`src/rtl/alu_seq.sv`:
```
// alu_seq: sequential execute-stage ALU with a valid/ready handshake on both sides.
// Every result is registered. DIVU/REMU run an iterative restoring divider that
// produces one quotient bit per cycle. Flags are computed at the selected operand size.
//
// Ports:
//   clk, rst_n                 clock (rising edge), asynchronous active-low reset
//   in_valid / in_ready        request handshake; in_ready is high only while idle
//   in_op, in_size             operation code and operand size code (0=8b .. 3=64b)
//   in_a, in_b, in_carry       operands (masked to the size) and carry/borrow input
//   out_valid / out_ready      result handshake; the result is held until it is taken
//   out_result                 result, zero-extended above the size
//   out_zero, out_carry,
//   out_neg, out_div0          result flags
module alu_seq #(
    parameter int unsigned WIDTH     = 64,
    parameter int unsigned SIZE_BITS = 2
) (
    input  logic                 clk,
    input  logic                 rst_n,
    input  logic                 in_valid,
    output logic                 in_ready,
    input  logic [3:0]           in_op,
    input  logic [SIZE_BITS-1:0] in_size,
    input  logic [WIDTH-1:0]     in_a,
    input  logic [WIDTH-1:0]     in_b,
    input  logic                 in_carry,
    output logic                 out_valid,
    input  logic                 out_ready,
    output logic [WIDTH-1:0]     out_result,
    output logic                 out_zero,
    output logic                 out_carry,
    output logic                 out_neg,
    output logic                 out_div0
);

    // Largest size code that fits the datapath; larger codes fall back to it.
    localparam int unsigned MaxCode = $clog2(WIDTH / 8);

    localparam logic [3:0] OpAdd  = 4'd0;
    localparam logic [3:0] OpAdc  = 4'd1;
    localparam logic [3:0] OpSub  = 4'd2;
    localparam logic [3:0] OpSbb  = 4'd3;
    localparam logic [3:0] OpCmp  = 4'd4;
    localparam logic [3:0] OpAnd  = 4'd5;
    localparam logic [3:0] OpOr   = 4'd6;
    localparam logic [3:0] OpXor  = 4'd7;
    localparam logic [3:0] OpShl  = 4'd8;
    localparam logic [3:0] OpShr  = 4'd9;
    localparam logic [3:0] OpDivu = 4'd10;
    localparam logic [3:0] OpRemu = 4'd11;

    typedef enum logic [1:0] {StIdle, StDiv, StHold} state_e;

    state_e state_q, state_d;

    logic [WIDTH-1:0] result_q, result_d;
    logic             zero_q, zero_d;
    logic             carry_q, carry_d;
    logic             neg_q, neg_d;
    logic             div0_q, div0_d;

    // Divider state: dividend/quotient shift register, partial remainder, divisor.
    logic [WIDTH-1:0] dvd_q, dvd_d;
    logic [WIDTH-1:0] rem_q, rem_d;
    logic [WIDTH-1:0] dvs_q, dvs_d;
    logic [7:0]       cnt_q, cnt_d;
    logic [7:0]       nbits_q, nbits_d;
    logic             is_rem_q, is_rem_d;

    // Bit N-1 of a result, where N is the operand size in bits.
    function automatic logic msb_at(input logic [WIDTH-1:0] r, input logic [7:0] nb);
        logic [WIDTH-1:0] t;
        t = r >> (nb - 8'd1);
        return t[0];
    endfunction

    // ------------------------------------------------------------------
    // Size decode and operand masking
    // ------------------------------------------------------------------
    logic [7:0]       nbits;
    logic [WIDTH-1:0] mask;
    logic [WIDTH-1:0] a_m;
    logic [WIDTH-1:0] b_m;

    always_comb begin
        nbits = 8'(WIDTH);
        if (32'(in_size) <= MaxCode) begin
            nbits = 8'(32'd8 << in_size);
        end
        mask = {WIDTH{1'b1}} >> (8'(WIDTH) - nbits);
        a_m  = in_a & mask;
        b_m  = in_b & mask;
    end

    // ------------------------------------------------------------------
    // Single-cycle execute path (everything except a real division)
    // ------------------------------------------------------------------
    logic [WIDTH:0]   sum;
    logic [WIDTH:0]   diff;
    logic [WIDTH:0]   wide_tmp;
    logic [WIDTH-1:0] sh_tmp;
    logic [7:0]       shamt;
    logic [WIDTH-1:0] acc_res;
    logic             acc_carry;
    logic             acc_div0;
    logic             add_cin;
    logic             sub_cin;
    logic             is_div_op;

    always_comb begin
        acc_res   = '0;
        acc_carry = 1'b0;
        acc_div0  = 1'b0;
        wide_tmp  = '0;
        sh_tmp    = '0;
        add_cin   = (in_op == OpAdc) & in_carry;
        sub_cin   = (in_op == OpSbb) & in_carry;
        is_div_op = (in_op == OpDivu) || (in_op == OpRemu);
        // Operands are masked, so bit N of the (WIDTH+1)-bit sum is the carry out
        // of bit N-1, and bit N of the difference is set exactly when it went negative.
        sum   = {1'b0, a_m} + {1'b0, b_m} + {{WIDTH{1'b0}}, add_cin};
        diff  = {1'b0, a_m} - {1'b0, b_m} - {{WIDTH{1'b0}}, sub_cin};
        shamt = {1'b0, b_m[6:0]} & (nbits - 8'd1);

        case (in_op)
            OpAdd, OpAdc: begin
                acc_res   = sum[WIDTH-1:0];
                wide_tmp  = sum >> nbits;
                acc_carry = wide_tmp[0];
            end
            OpSub, OpSbb, OpCmp: begin
                acc_res   = diff[WIDTH-1:0];
                wide_tmp  = diff >> nbits;
                acc_carry = wide_tmp[0];
            end
            OpAnd: acc_res = a_m & b_m;
            OpOr:  acc_res = a_m | b_m;
            OpXor: acc_res = a_m ^ b_m;
            OpShl: begin
                acc_res = a_m << shamt;
                if (shamt != 8'd0) begin
                    sh_tmp    = a_m >> (nbits - shamt);
                    acc_carry = sh_tmp[0];
                end
            end
            OpShr: begin
                acc_res = a_m >> shamt;
                if (shamt != 8'd0) begin
                    sh_tmp    = a_m >> (shamt - 8'd1);
                    acc_carry = sh_tmp[0];
                end
            end
            // Only reached with b == 0; a nonzero divisor goes to the divider.
            OpDivu: begin
                acc_res  = mask;
                acc_div0 = 1'b1;
            end
            OpRemu: begin
                acc_res  = a_m;
                acc_div0 = 1'b1;
            end
            default: acc_res = '0;
        endcase
        acc_res = acc_res & mask;
    end

    // ------------------------------------------------------------------
    // One restoring-division step
    // ------------------------------------------------------------------
    logic [WIDTH:0]   rem_sh;
    logic [WIDTH:0]   trial;
    logic [WIDTH-1:0] rem_nx;
    logic [WIDTH-1:0] dvd_nx;
    logic             qbit;

    always_comb begin
        rem_sh = {rem_q, dvd_q[WIDTH-1]};
        trial  = rem_sh - {1'b0, dvs_q};
        qbit   = ~trial[WIDTH];
        rem_nx = qbit ? trial[WIDTH-1:0] : rem_sh[WIDTH-1:0];
        // Quotient bits enter at the bottom as the left-aligned dividend leaves the top.
        dvd_nx = {dvd_q[WIDTH-2:0], qbit};
    end

    // ------------------------------------------------------------------
    // Next-state logic
    // ------------------------------------------------------------------
    always_comb begin
        state_d  = state_q;
        result_d = result_q;
        zero_d   = zero_q;
        carry_d  = carry_q;
        neg_d    = neg_q;
        div0_d   = div0_q;
        dvd_d    = dvd_q;
        rem_d    = rem_q;
        dvs_d    = dvs_q;
        cnt_d    = cnt_q;
        nbits_d  = nbits_q;
        is_rem_d = is_rem_q;

        unique case (state_q)
            StIdle: begin
                if (in_valid) begin
                    if (is_div_op && (b_m != '0)) begin
                        state_d  = StDiv;
                        dvd_d    = a_m << (8'(WIDTH) - nbits);
                        rem_d    = '0;
                        dvs_d    = b_m;
                        cnt_d    = nbits;
                        nbits_d  = nbits;
                        is_rem_d = (in_op == OpRemu);
                    end else begin
                        state_d  = StHold;
                        // CMP reports flags of the difference but returns zero.
                        result_d = (in_op == OpCmp) ? '0 : acc_res;
                        zero_d   = (acc_res == '0);
                        neg_d    = msb_at(acc_res, nbits);
                        carry_d  = acc_carry;
                        div0_d   = acc_div0;
                    end
                end
            end
            StDiv: begin
                dvd_d = dvd_nx;
                rem_d = rem_nx;
                cnt_d = cnt_q - 8'd1;
                if (cnt_q == 8'd1) begin
                    state_d  = StHold;
                    result_d = is_rem_q ? rem_nx : dvd_nx;
                    zero_d   = is_rem_q ? (rem_nx == '0) : (dvd_nx == '0);
                    neg_d    = msb_at(is_rem_q ? rem_nx : dvd_nx, nbits_q);
                    carry_d  = 1'b0;
                    div0_d   = 1'b0;
                end
            end
            StHold: begin
                if (out_ready) begin
                    state_d = StIdle;
                end
            end
            default: state_d = StIdle;
        endcase
    end

    always_ff @(posedge clk or negedge rst_n) begin
        if (!rst_n) begin
            state_q  <= StIdle;
            result_q <= '0;
            zero_q   <= 1'b0;
            carry_q  <= 1'b0;
            neg_q    <= 1'b0;
            div0_q   <= 1'b0;
            dvd_q    <= '0;
            rem_q    <= '0;
            dvs_q    <= '0;
            cnt_q    <= '0;
            nbits_q  <= '0;
            is_rem_q <= 1'b0;
        end else begin
            state_q  <= state_d;
            result_q <= result_d;
            zero_q   <= zero_d;
            carry_q  <= carry_d;
            neg_q    <= neg_d;
            div0_q   <= div0_d;
            dvd_q    <= dvd_d;
            rem_q    <= rem_d;
            dvs_q    <= dvs_d;
            cnt_q    <= cnt_d;
            nbits_q  <= nbits_d;
            is_rem_q <= is_rem_d;
        end
    end

    assign in_ready   = (state_q == StIdle);
    assign out_valid  = (state_q == StHold);
    assign out_result = result_q;
    assign out_zero   = zero_q;
    assign out_carry  = carry_q;
    assign out_neg    = neg_q;
    assign out_div0   = div0_q;

endmodule

```
`config.mk`:
```
export PLATFORM = sky130hd
export DESIGN_NAME = alu_seq
export DESIGN_NICKNAME = d
export VERILOG_FILES = /design/src/rtl/alu_seq.sv
export SDC_FILE = /design/constraint.sdc
export NUM_CORES = 2
export LEC_CHECK = 0
export CORE_MARGIN = 2
export CORE_UTILIZATION = 35
export DETAILED_ROUTE_END_ITERATION = 8
export GPL_TIMING_DRIVEN = 0
export MAX_ROUTING_LAYER = met4
export SYNTH_ARGS = -nofsm -noshare
export SYNTH_HDL_FRONTEND = slang
export SYNTH_SLANG_ARGS = --single-unit
```
`constraint.sdc`:
```
create_clock -name clk -period 10.6 [get_ports clk]
set_input_delay 2.65 -clock clk [delete_from_list [all_inputs] [get_ports clk]]
set_output_delay 2.65 -clock clk [all_outputs]
set_load 0.01 [all_outputs]
```
==> impl_metrics.csv <==
group,metric,value,unit
logic_synthesis,async_reset_ff_frac,1.00,
placed_design,place_congestion,1.19,
timing,worstMarginPinSlew,1690,ps
detailed_routing,wirelength,370,mm
setup_path,r2r.worst_path.cells,18,
logic_synthesis,ys_ff_latch,275,
placed_design,place_hpwl,303,mm
global_routing,grt_remaining_overflow,0,
floorplanning,die_h,356,µm
status,violations,"design-rule violations, max-capacitance violations, max-slew violations, negative setup slack",
logic_synthesis,synthCells,6144,
detailed_routing,drc,3,
clocking,ctsRootBufferMaster,"clkbuf_16",
setup_path,path_class,"primary input to flop",
layout,layout.cells.non_filler,8088,
timing,setup-violations-final,3,
setup_path,r2r-end,"out_zero",
hold_path,holdPathStages,2,
hold_path,hold_path.class,"flop to flop",
placed_design,dp_cells,7983,
layout,post-route-util,0.400,
floorplanning,io_pins,209,
power,irDropWorstVdd,402,µV
timing,final.setup_skew,29.5,ps
logic_synthesis,syn-num-nets,6611,
logic_synthesis,synth_edf_count,0,
detailed_routing,vias,59000,
placed_design,io_buffers,179,
status,run_status,"complete, but fails checks",
detailed_routing,vias_per_cell,7.29,
clocking,htreeDepth,1,
clocking,insertion_delay,610,ps
clocking,ctsLongestPathBuffers,3,
layout,filler_cell_count,13100,
setup_path,cp-start-kind,"primary input",
global_routing,antenna_found_initial,46,
clocking,hold_buffers,0,
floorplanning,die-area,0.127,mm²
logic_synthesis,avgSynthCellArea,7.07,µm²
power,cellPowerDensity,233,mW/mm²
timing,timing.final.ws_setup,-898,ps
logic_synthesis,syn-cell-area,0.0434,mm²
detailed_routing,wire_per_inst,45.8,µm
global_routing,grt_max_degree,110,
setup_path,r2r-start,"dvd_q[63]",
setup_path,rrSetupSlack,4030,ps
layout,syn_to_final_growth,13.8,%
timing,hold_viol_final,0,
layout,drive_gt1_frac,0.0703,
global_routing,gr-usage-all-layers,0.582,
hold_path,worstHoldStart,"dvs_q[44]",
timing,slew_violations,79,
setup_path,cp.arrival,12010,ps
setup_path,crit_path_top_delay_cell,"clkdlybuf4s15_1",
power,leakage,0.0204,µW
detailed_routing,drtAntennaViolNets,0,
layout,nets,6839,
clocking,cts_sinks,275,
logic_synthesis,synthDistinctLibCells,96,
setup_path,cp-end-kind,"flop",
clocking,clk_pin_slew,70,ps
floorplanning,die_x,356,µm
global_routing,grt_pass1_wl,490,mm
setup_path,worstPathRequired,11110,ps
detailed_routing,drtIter0Drc,10100,
timing,fin_hold_ws,482,ps
global_routing,grt_pass1_vias,55500,
detailed_routing,drt-pass1-iter-count,9,
job,max_cap_violations,16,
timing,min_period,11500,ps
logic_synthesis,synth-main-ff-cell,"dfrtp_1",
setup_path,path_cells,"clkdlybuf4s50_1, buf_2, o21a_1, clkbuf_1, clkbuf_2, buf_2, clkdlybuf4s15_1, clkbuf_1, o21ai_0, a31oi_1, a31oi_1, or4_1, nor4_2, nand4_1, nor4b_1, nand4b_1, o211ai_2",
placed_design,pre_cts_ws,-7210,ps
floorplanning,core_area,0.123,mm²
timing,period_share,1.08,
timing,rsz0062_at_grt,"no",
floorplanning,start_util,0.352,
clocking,cts_buffers,25,
logic_synthesis,ys_seq_area_frac,0.158,
timing,slew-limit-headroom,-0.130,
clocking,cts_tree,"done",
setup_path,cp_max_fo,16,
floorplanning,num_rows,129,
setup_path,slowest_delay,940,ps
logic_synthesis,ys_warn_count,0,
timing,fmax,87.0,MHz
hold_path,hold_path_end,"dvs_q[44]",
power,total_power,11500,µW
cells in the final DEF (no fill, tap or decap), types with 44 or more instances in the layout:
master	instances
o22ai_1	85
nor3_1	124
a21oi_1	543
xnor2_1	68
o221ai_1	65
nand4_1	93
o21a_1	45
xor2_1	57
nor2_1	544
o211ai_1	88
a211oi_1	114
a21o_1	80
nor4_1	62
a22oi_1	60
inv_1	326
ha_1	322
o21ai_0	509
buf_2	44
diode_2	61
mux2i_1	296
dfrtp_1	275
clkdlybuf4s50_1	178
mux2_2	71
a31oi_1	79
clkbuf_1	359
nand2_1	781
mux4_2	64
nand3_1	111
logic make-up after synthesis:
kind of cell	after synthesis	synth area share
adder cells (fa/ha/maj)	328	0.0952
flip-flops	275	0.158
multiplexers	433	0.120
buffers and inverters	841	0.0754
AND/OR/NAND/NOR	2019	0.211
AO/OA/AOI/OAI	2119	0.313
XOR/XNOR	129	0.0260
final cells by class:
| cell class | count | area, µm² | share of cell area |
|---|---|---|---|
| flip-flops and latches | 275 | 6880 | 0.139 |
| diodes | 61 | 153 | 0.00309 |
| inverters | 331 | 1250 | 0.0253 |
| clock inverters | 16 | 213 | 0.00430 |
| multi-input cells | 5028 | 33800 | 0.684 |
| repair buffers | 215 | 2220 | 0.0449 |
| clock buffers | 29 | 661 | 0.0134 |
| plain buffers | 496 | 2170 | 0.0440 |
| well taps | 1637 | 2050 | 0.0414 |
routing by layer:
metal / global-route usage / share of wire / vias up
met5: - / 0 / -
met4: 0.637 / 0.14 / 0
met3: 0.224 / 0.12 / 2250
met2: 0.817 / 0.40 / 5515
met1: 0.592 / 0.33 / 28000
li1: - / - / 23200
through the flow:
stage | setup TNS [ps] | area (µm²)
after floorplan | 0 | 43400
after global placement | -1755920 | 47300
after detailed placement | -384590 | 47700
after CTS | 0 | 49100
after global routing | 0 | 49400
final | -1170 | 49400
synthesized netlist by cell type, types with 80 or more instances:
master | n | share of area
nand4_1 | 93 | 0.013
nand3_1 | 112 | 0.013
nor3_1 | 131 | 0.015
a31oi_1 | 83 | 0.012
ha_1 | 324 | 0.093
a21o_1 | 80 | 0.014
inv_1 | 327 | 0.028
nor2_1 | 551 | 0.048
o22ai_1 | 85 | 0.012
o21ai_0 | 528 | 0.061
a211oi_1 | 120 | 0.021
o211ai_1 | 88 | 0.015
dfrtp_1 | 275 | 0.16
nand2_1 | 785 | 0.068
mux2i_1 | 298 | 0.069
clkbuf_1 | 403 | 0.035
a21oi_1 | 548 | 0.063
what timing repair did:
action | in CTS | in global routing
buffers inserted | 4 | 6
pin swaps | 3 | 6
gates resized for setup | 162 | 43
endpoints found under the setup margin | 131 | 4
worst max-delay path by stage:
stage / slack, ps / start / endpoint / cells after the start
floorplan: 1930 / in_size[1] / out_zero / 27
global placement: -7290 / in_size[1] / out_zero / 28
detailed placement: -7210 / in_size[1] / out_zero / 26
CTS: 20 / in_size[1] / out_zero / 28
global route: 20 / in_size[1] / out_zero / 28
finish: -900 / in_size[0] / out_zero / 17
flip-flops by register name (all words and copies together) (netlist names):
| name | cells |
|---|---|
| dvd_q | 64 |
| dvs_q | 64 |
| out_result | 64 |
| rem_q | 64 |
| cnt_q | 8 |
| nbits_q | 4 |
| state_q | 2 |
| is_rem_q | 1 |
| out_carry | 1 |
| out_div0 | 1 |
| out_neg | 1 |
| out_zero | 1 |
worst max-delay path: cells and delay by family:
| family | cells | cell delay (ps) |
|---|---|---|
| AND/OR/NAND/NOR | 5 | 2370 |
| buffers and inverters | 7 | 4830 |
| AO/OA/AOI/OAI | 5 | 2090 |
power by group:
group,internal (µW),switching [µW],total (µW)
logic,2650,5830,8480
registers,1480,500,1980
clock network,553,481,1030
total,4680,6820,11500
Power figures use the tool's default switching activity.
